===== config.mk =====
export PLATFORM = sky130hd
export DESIGN_NAME = uio_byte_rx
export DESIGN_NICKNAME = d
export VERILOG_FILES = /design/src/rtl/uio_byte_rx.sv
export SDC_FILE = /design/constraint.sdc
export NUM_CORES = 1
export LEC_CHECK = 0
export ABC_AREA = 1
export BUFFER_PORTS_ARGS = -buffer_cell sky130_fd_sc_hd__buf_2
export CAP_MARGIN = 15
export CORE_ASPECT_RATIO = 0.8
export CORE_UTILIZATION = 35
export CTS_CLUSTER_SIZE = 40
export DETAILED_ROUTE_END_ITERATION = 7
export MAX_ROUTING_LAYER = met4
export SKIP_CTS_REPAIR_TIMING = 1
export SLEW_MARGIN = 20
export SYNTH_ARGS = -nofsm -noshare
export SYNTH_HDL_FRONTEND = slang
export SYNTH_SLANG_ARGS = --single-unit

===== constraint.sdc =====
create_clock -name clk -period 2.7 [get_ports clk]
set_input_delay 0 -clock clk [delete_from_list [all_inputs] [get_ports clk]]
set_output_delay 0 -clock clk [all_outputs]
set_load 0.02 [all_outputs]

===== src/rtl/uio_byte_rx.sv =====
// uio_byte_rx: receiving end of the 4-phase parallel byte handshake on the uio pins.
// Synchronises pin_req, captures pin_data into a small FIFO, acknowledges the
// sender, and presents bytes to the core over valid/ready.
//
// Ports:
//   clk        system clock
//   rst        asynchronous active-high reset
//   pin_data   byte from sender, stable while pin_req is high
//   pin_req    sender request (asynchronous to clk)
//   pin_ack    acknowledge to sender (registered)
//   out_data   FIFO head byte (registered, 0 while empty)
//   out_valid  FIFO non-empty (registered)
//   out_ready  core accepts the head byte this cycle
//   level      FIFO occupancy
//   frame_cnt  bytes accepted from the pins, wraps 255->0
module uio_byte_rx #(
  parameter int unsigned DEPTH       = 4,
  parameter int unsigned SYNC_STAGES = 2
) (
  input  logic                     clk,
  input  logic                     rst,
  input  logic [7:0]               pin_data,
  input  logic                     pin_req,
  output logic                     pin_ack,
  output logic [7:0]               out_data,
  output logic                     out_valid,
  input  logic                     out_ready,
  output logic [$clog2(DEPTH):0]   level,
  output logic [7:0]               frame_cnt
);

  localparam int unsigned AW = $clog2(DEPTH);
  localparam int unsigned PW = AW + 1;
  localparam int unsigned LW = AW + 1;

  typedef enum logic [1:0] {
    IDLE    = 2'd0,
    CAPTURE = 2'd1,
    ACK     = 2'd2
  } state_t;

  state_t               state;
  state_t               state_next;
  logic [SYNC_STAGES-1:0] req_sync;
  logic                 req_s;
  logic                 wr_en;
  logic                 rd_en;
  logic                 full;
  logic [PW-1:0]        wr_ptr;
  logic [PW-1:0]        rd_ptr;
  logic [PW-1:0]        wr_ptr_next;
  logic [PW-1:0]        rd_ptr_next;
  logic [LW-1:0]        level_next;
  logic [AW-1:0]        head_idx;
  logic [7:0]           head_next;
  logic [7:0]           mem [DEPTH];

  // Request synchroniser; only the last stage is used downstream.
  always_ff @(posedge clk or posedge rst) begin
    if (rst) begin
      req_sync <= '0;
    end else begin
      req_sync <= {req_sync[SYNC_STAGES-2:0], pin_req};
    end
  end

  assign req_s = req_sync[SYNC_STAGES-1];

  // Full when pointers share an index but differ in the wrap bit.
  assign full  = (wr_ptr[AW] != rd_ptr[AW]) && (wr_ptr[AW-1:0] == rd_ptr[AW-1:0]);
  assign rd_en = out_valid && out_ready;

  // Handshake FSM: next state and write strobe.
  always_comb begin
    state_next = state;
    wr_en      = 1'b0;
    case (state)
      IDLE: begin
        // Withhold the ack while full so the sender keeps the byte.
        if (req_s && !full) begin
          state_next = CAPTURE;
        end
      end
      CAPTURE: begin
        wr_en      = 1'b1;
        state_next = ACK;
      end
      ACK: begin
        if (!req_s) begin
          state_next = IDLE;
        end
      end
      default: begin
        state_next = IDLE;
      end
    endcase
  end

  // Next FIFO bookkeeping and the head byte as it will look after this edge.
  always_comb begin
    wr_ptr_next = wr_ptr + PW'(wr_en);
    rd_ptr_next = rd_ptr + PW'(rd_en);
    level_next  = level + LW'(wr_en) - LW'(rd_en);
    head_idx    = rd_ptr_next[AW-1:0];
    if (level_next == '0) begin
      head_next = 8'h00;
    end else if (wr_en && (wr_ptr[AW-1:0] == head_idx)) begin
      // Byte being written lands straight at the head (FIFO was empty).
      head_next = pin_data;
    end else begin
      head_next = mem[head_idx];
    end
  end

  // Storage array; contents are don't-care until written.
  always_ff @(posedge clk) begin
    if (wr_en) begin
      mem[wr_ptr[AW-1:0]] <= pin_data;
    end
  end

  // State, pointers and registered outputs.
  always_ff @(posedge clk or posedge rst) begin
    if (rst) begin
      state     <= IDLE;
      pin_ack   <= 1'b0;
      wr_ptr    <= '0;
      rd_ptr    <= '0;
      level     <= '0;
      out_valid <= 1'b0;
      out_data  <= 8'h00;
      frame_cnt <= 8'h00;
    end else begin
      state     <= state_next;
      pin_ack   <= (state_next == ACK);
      wr_ptr    <= wr_ptr_next;
      rd_ptr    <= rd_ptr_next;
      level     <= level_next;
      out_valid <= (level_next != '0);
      out_data  <= head_next;
      frame_cnt <= frame_cnt + 8'(wr_en);
    end
  end

endmodule


## Word level (Yosys, flattened, before mapping)

Memory sizes are Yosys's and may differ from the RTL's.
Index checks and enable logic that the tools add are counted.

- Register bits: 31
- RAM bits: 32
- Input port bits: 12
- Output and inout port bits: 21
- Logic and storage cells: 37
- Memories: 1

- Add/subtract/negate cells: 5
- Equal/unequal tests: 6
- Mux-type cells: 8
- Reduce and logical (&&, ||, !) cells: 8

Memories:

| name | depth | width | rd ports | clocked after Yosys merged registers in | write ports | line | source |
|---|---|---|---|---|---|---|---|
| mem | 4 | 8 | 1 | 0 | 1 | 56 | `logic [7:0] mem [DEPTH];` |

Operator list:

| cell | count |
|---|---|
| 8-bit 2-to-1 mux | 2 |
| 3-bit by 1-bit adder with 3-bit output | 3 |
| 8-bit by 1-bit adder with 8-bit output | 1 |
| 2-bit case mux with 3 select lines | 1 |
| 2-bit == test | 2 |
| 2-bit == test, second input constant | 2 |
| 1-bit logical AND | 4 |
| 2-bit 2-to-1 mux | 2 |
| 3-bit zero test | 1 |
| 1-bit 2-to-1 mux | 3 |
| 3-bit nonzero test | 1 |
| 3-bit by 1-bit subtractor with 3-bit output | 1 |
| 2-bit by 1-bit == test with 1-bit output, second input constant | 1 |
| 2-bit zero test | 1 |
| 1-bit zero test | 1 |
| 1-bit != test | 1 |

## Longest topological paths before layout

- Depth in word-level cells: 7
- Gate-level depth with buffers: 12
- Mapped depth without buffers: 11

## Least setup slack after synthesis

OpenSTA, ideal clock, no wires.

- Kind: register to register
- From: reg state[1]
- To: reg out_data[0]
- Library setup time: 117 ps
- Arrival time: 2018 ps
- Slack: 565 ps
- Stages on the path, launching flop included: 11
- Path buffers: 0
- Clock period less this slack: 2135 ps
- Path through: dfrtp_1 inv_2 nand2_1 ha_1 inv_1 ha_1 fa_1 nor2_1 nand3_1 nand2_1 nor2_1

- Word-level cells in the longest chain between the ends: 6
- Elaborated cells between the ends (all ways): 8

Ends and longest elaborated chain:

| element | line | source |
|---|---|---|
| from (decl) | 42 | `state_t state;` |
| from (signal assigned) | 134 | `state <= state_next;` |
| 2-bit by 1-bit == test with 1-bit output | 77 | `case (state)` |
| 1-bit 2-to-1 mux | 77 |  |
| 3-bit by 1-bit adder with 3-bit output | 103 | `level_next = level + LW'(wr_en) - LW'(rd_en);` |
| 3-bit by 1-bit subtractor with 3-bit output | 103 |  |
| via level_next[1] | 53 | `logic [LW-1:0] level_next;` |
| 3-bit zero test | 105 | `if (level_next == '0) begin` |
| 8-bit 2-to-1 mux | 105 |  |
| via head_next[0] | 55 | `logic [7:0] head_next;` |
| to (signal assigned) | 140 | `out_data <= head_next;` |
| to (decl) | 25 | `output logic [7:0] out_data,` |

The timed path passes the listed nets, and every way through them passes these cells.

## Worst setup path after layout

- From: reg state[1]
- To: reg out_data[5]

The elaborated chain is that of the path after synthesis.

==> results.py <==
metrics = {
    "status": {
        "status": "completed",
    },
    "timing": {
        "finalSetupViolCount": 0,
        "fmax_ghz": 0.4399,
        "skew_ns": 0.006039,
        "rsz0062_at_grt": "no",
        "fin_crit_ns": 2.273,
        "worst_pin_slew_ns": 0.7204,
        "slew_violations": 0,
        "hold_viol": 0,
        "fin_tns_setup_ns": 0,
        "period_share": 0.8419,
        "maxSlewHeadroom": 0.5192,
    },
    "floorplan": {
        "rows": 28,
        "die_h_um": 82.24,
        "die-area_sq_um": 8412,
        "initial_core_util": 0.3705,
        "fp.dieW_um": 102.3,
        "io_pins": 33,
        "core_area_sq_um": 7602,
    },
    "layout": {
        "areaGrowthSynthToFinish_pct": 22.21,
        "layout_commonest_cell": "nand2_1",
        "design_area_sq_um": 3442,
        "final_cell_mix": "nand2_1 (61), inv_1 (53), buf_2 (32), edfxtp_1 (32), dfrtp_1 (31)",
        "diodes": 0,
        "fill_cells": 741,
        "drive_above_1_share": 0.2160,
        "nNetsFinal": 354,
    },
    "detailed_routing": {
        "drc": 0,
        "avgRoutedWirePerCell_um": 12.45,
        "antenna_left": 0,
        "wl_um": 5517,
        "drt_first_iter_violations": 62,
        "via_count": 1908,
        "vias_per_cell": 4.307,
        "dr.pass1.iters": 4,
    },
    "clock_network": {
        "cts-buffers-inserted": 9,
        "clkLatencyLatePin_ns": 0.33,
        "cts_root_buffer": "clkbuf_8",
        "cts_tree": "yes",
        "cts.clk_slew.worst_paths_ns": 0.07,
        "cts_sinks": 63,
        "clk_path_buf_depth": 2,
        "cts.htree.levels": 3,
    },
    "placed_design": {
        "placed_area_sq_um": 3159,
        "hpwl_um": 3785,
        "io_buffers": 32,
        "gp_congestion": 0.8048,
    },
    "worst_setup_path": {
        "worstSetupEndpointType": "flop",
        "max_stage_delay_ns": 0.45,
        "worstPathCellList": "inv_2 > nand2_1 > ha_1 > inv_1 > ha_1 > fa_1 > nor2_1 > nand3_1 > nand2_1 > nor2_1",
        "cp-startpoint": "state[1]$_DFF_PP0_",
        "critPathBufInv": 2,
        "r2r_start": "state[1]$_DFF_PP0_",
        "worstSetupPathType": "reg -> reg",
        "worst_ep_required_time_ns": 2.93,
        "cp_top_family": "adder cells",
        "cp_max_fo": 9,
        "cp_slowest_cell": "fa_1",
        "critPathLaunchType": "flop",
        "worstPathArrival_ns": 2.50,
    },
    "synthesis": {
        "synth_nets": 294,
        "synth_top_area_frac": 0.3412,
        "ys_ff_latch": 63,
        "synth_cell_type_count": 25,
        "yosysSeqAreaShare": 0.6166,
        "synth_area_leaders": "edfxtp_1 (34%), dfrtp_1 (28%), nand2_1 (8.1%)",
        "synth_area_leader_cell": "edfxtp_1",
        "async_flop_share": 0.4921,
        "yosys_most_used_dff": "edfxtp_1",
        "synth_edf_count": 32,
        "synth_warnings": 0,
        "synth_cells": 273,
        "syn-cell-area_sq_um": 2816,
        "synth_area_per_cell_sq_um": 10.32,
    },
    "power": {
        "power.leakage_uw": 0.001744,
        "peakVddDrop_mv": 0.4715,
        "power_density_nw_per_um2": 1162,
    },
    "global_route": {
        "grt_pass1_wl_um": 8963,
        "antenna_found_initial": 0,
        "grt_pass1_vias": 1841,
        "grtUsageTotal": 0.1536,
        "grt_overflow": 0,
        "grt_max_degree": 21,
    },
    "min_path": {
        "hp-class": "in -> reg",
        "holdCritStartpoint": "out_ready",
    },
    "job": {
        "cap_violations": 0,
    },
}
[Yosys cell counts, types with 2 or more instances]
cell and number:
nand2_1 61, inv_1 53, edfxtp_1 32, dfrtp_1 31, nor2_1 22, nand3_1 20, nand4_1 9, ha_1 8
xor2_1 6, xnor2_1 5, nor3_1 4, buf_4 3, inv_2 3, nand2_4 3, inv_4 2, o21ai_0 2
[worst min-delay path, cell delays in order]
cell and delay [ns]:
buf_2 0.08, nand2_1 0.04, inv_1 0.07, ha_1 0.15
ha_1 0.15, xor2_1 0.06
[registers in the layout, summed over array words and instances, names as in the netlist]
signal,flops
wr_ptr,3
state,2
req_sync,2
out_data,8
mem,32
level,3
frame_cnt,8
pin_ack,1
out_valid,1
rd_ptr,3
[per-stage QoR]
stage / utilization / instances / hold WS, ns / total power (uW) / setup WS [ns]
after floorplan: - / 273 / 0.03143 / 2794 / 0.5648
after global placement: 0.4156 / 417 / 0.1370 / 3236 / 0.4924
after detailed placement: 0.4156 / 417 / 0.1332 / 3285 / 0.4315
after CTS: 0.4396 / 433 / -0.2310 / 4044 / 0.4180
after global routing: 0.4528 / 443 / 0.3038 / 4362 / 0.2671
final: 0.4528 / 443 / 0.2573 / 4001 / 0.4268
[routing by layer]
layer  track usage  up-vias  routed length [um]
li1              -      975                   -
met1        0.1905      879                2605
met3       0.05892        9                 289
met4       0.03714        0                  67
met5             -        -                   0
met2        0.2376       45                2554
[logic make-up (layout without fill, tap and decap cells)]
kind of cell    count (synthesis)  count (layout)  synth area share
xor+xnor                       11              11           0.03421
fa+ha+maj                       9               9           0.04265
simple gates                  124             124            0.2070
buf+inv                        64             129           0.09595
flops                          63              63            0.6166
compound gates                  2               2          0.003554
[layout make-up]
type | instances | area (sq um) | share of cell area
inverter | 59 | 231.5 | 0.06725
clock buffer | 11 | 152.6 | 0.04435
clock inverter | 5 | 30.03 | 0.008724
tap | 105 | 131.4 | 0.03817
sequential | 63 | 1737 | 0.5045
timing repair buffer | 54 | 350.3 | 0.1018
multi-input combinational | 146 | 809.5 | 0.2352
[path summary, 6_finish.rpt]
path	depth (start not counted)	slack, ns	endpoint
max	10	0.43	out_data[5]$_DFF_PP0_
min	6	0.26	rd_ptr[2]$_DFF_PP0_
max reg2reg	10	0.43	out_data[5]$_DFF_PP0_
min reg2reg	0	0.36	req_sync[1]$_DFF_PP0_
max in group asynchronous	4	1.78	out_data[1]$_DFF_PP0_
min in group asynchronous	3	0.32	frame_cnt[7]$_DFF_PP0_
[where the power goes]
part | leakage [uW] | switching (uW) | internal, uW
Sequential | 0.000666 | 156 | 1300
Clock | 0.0000985 | 360 | 386
Combinational | 0.000979 | 1180 | 624
Total | 0.00174 | 1700 | 2310
No activity file was read; power rests on OpenSTA's default activity.
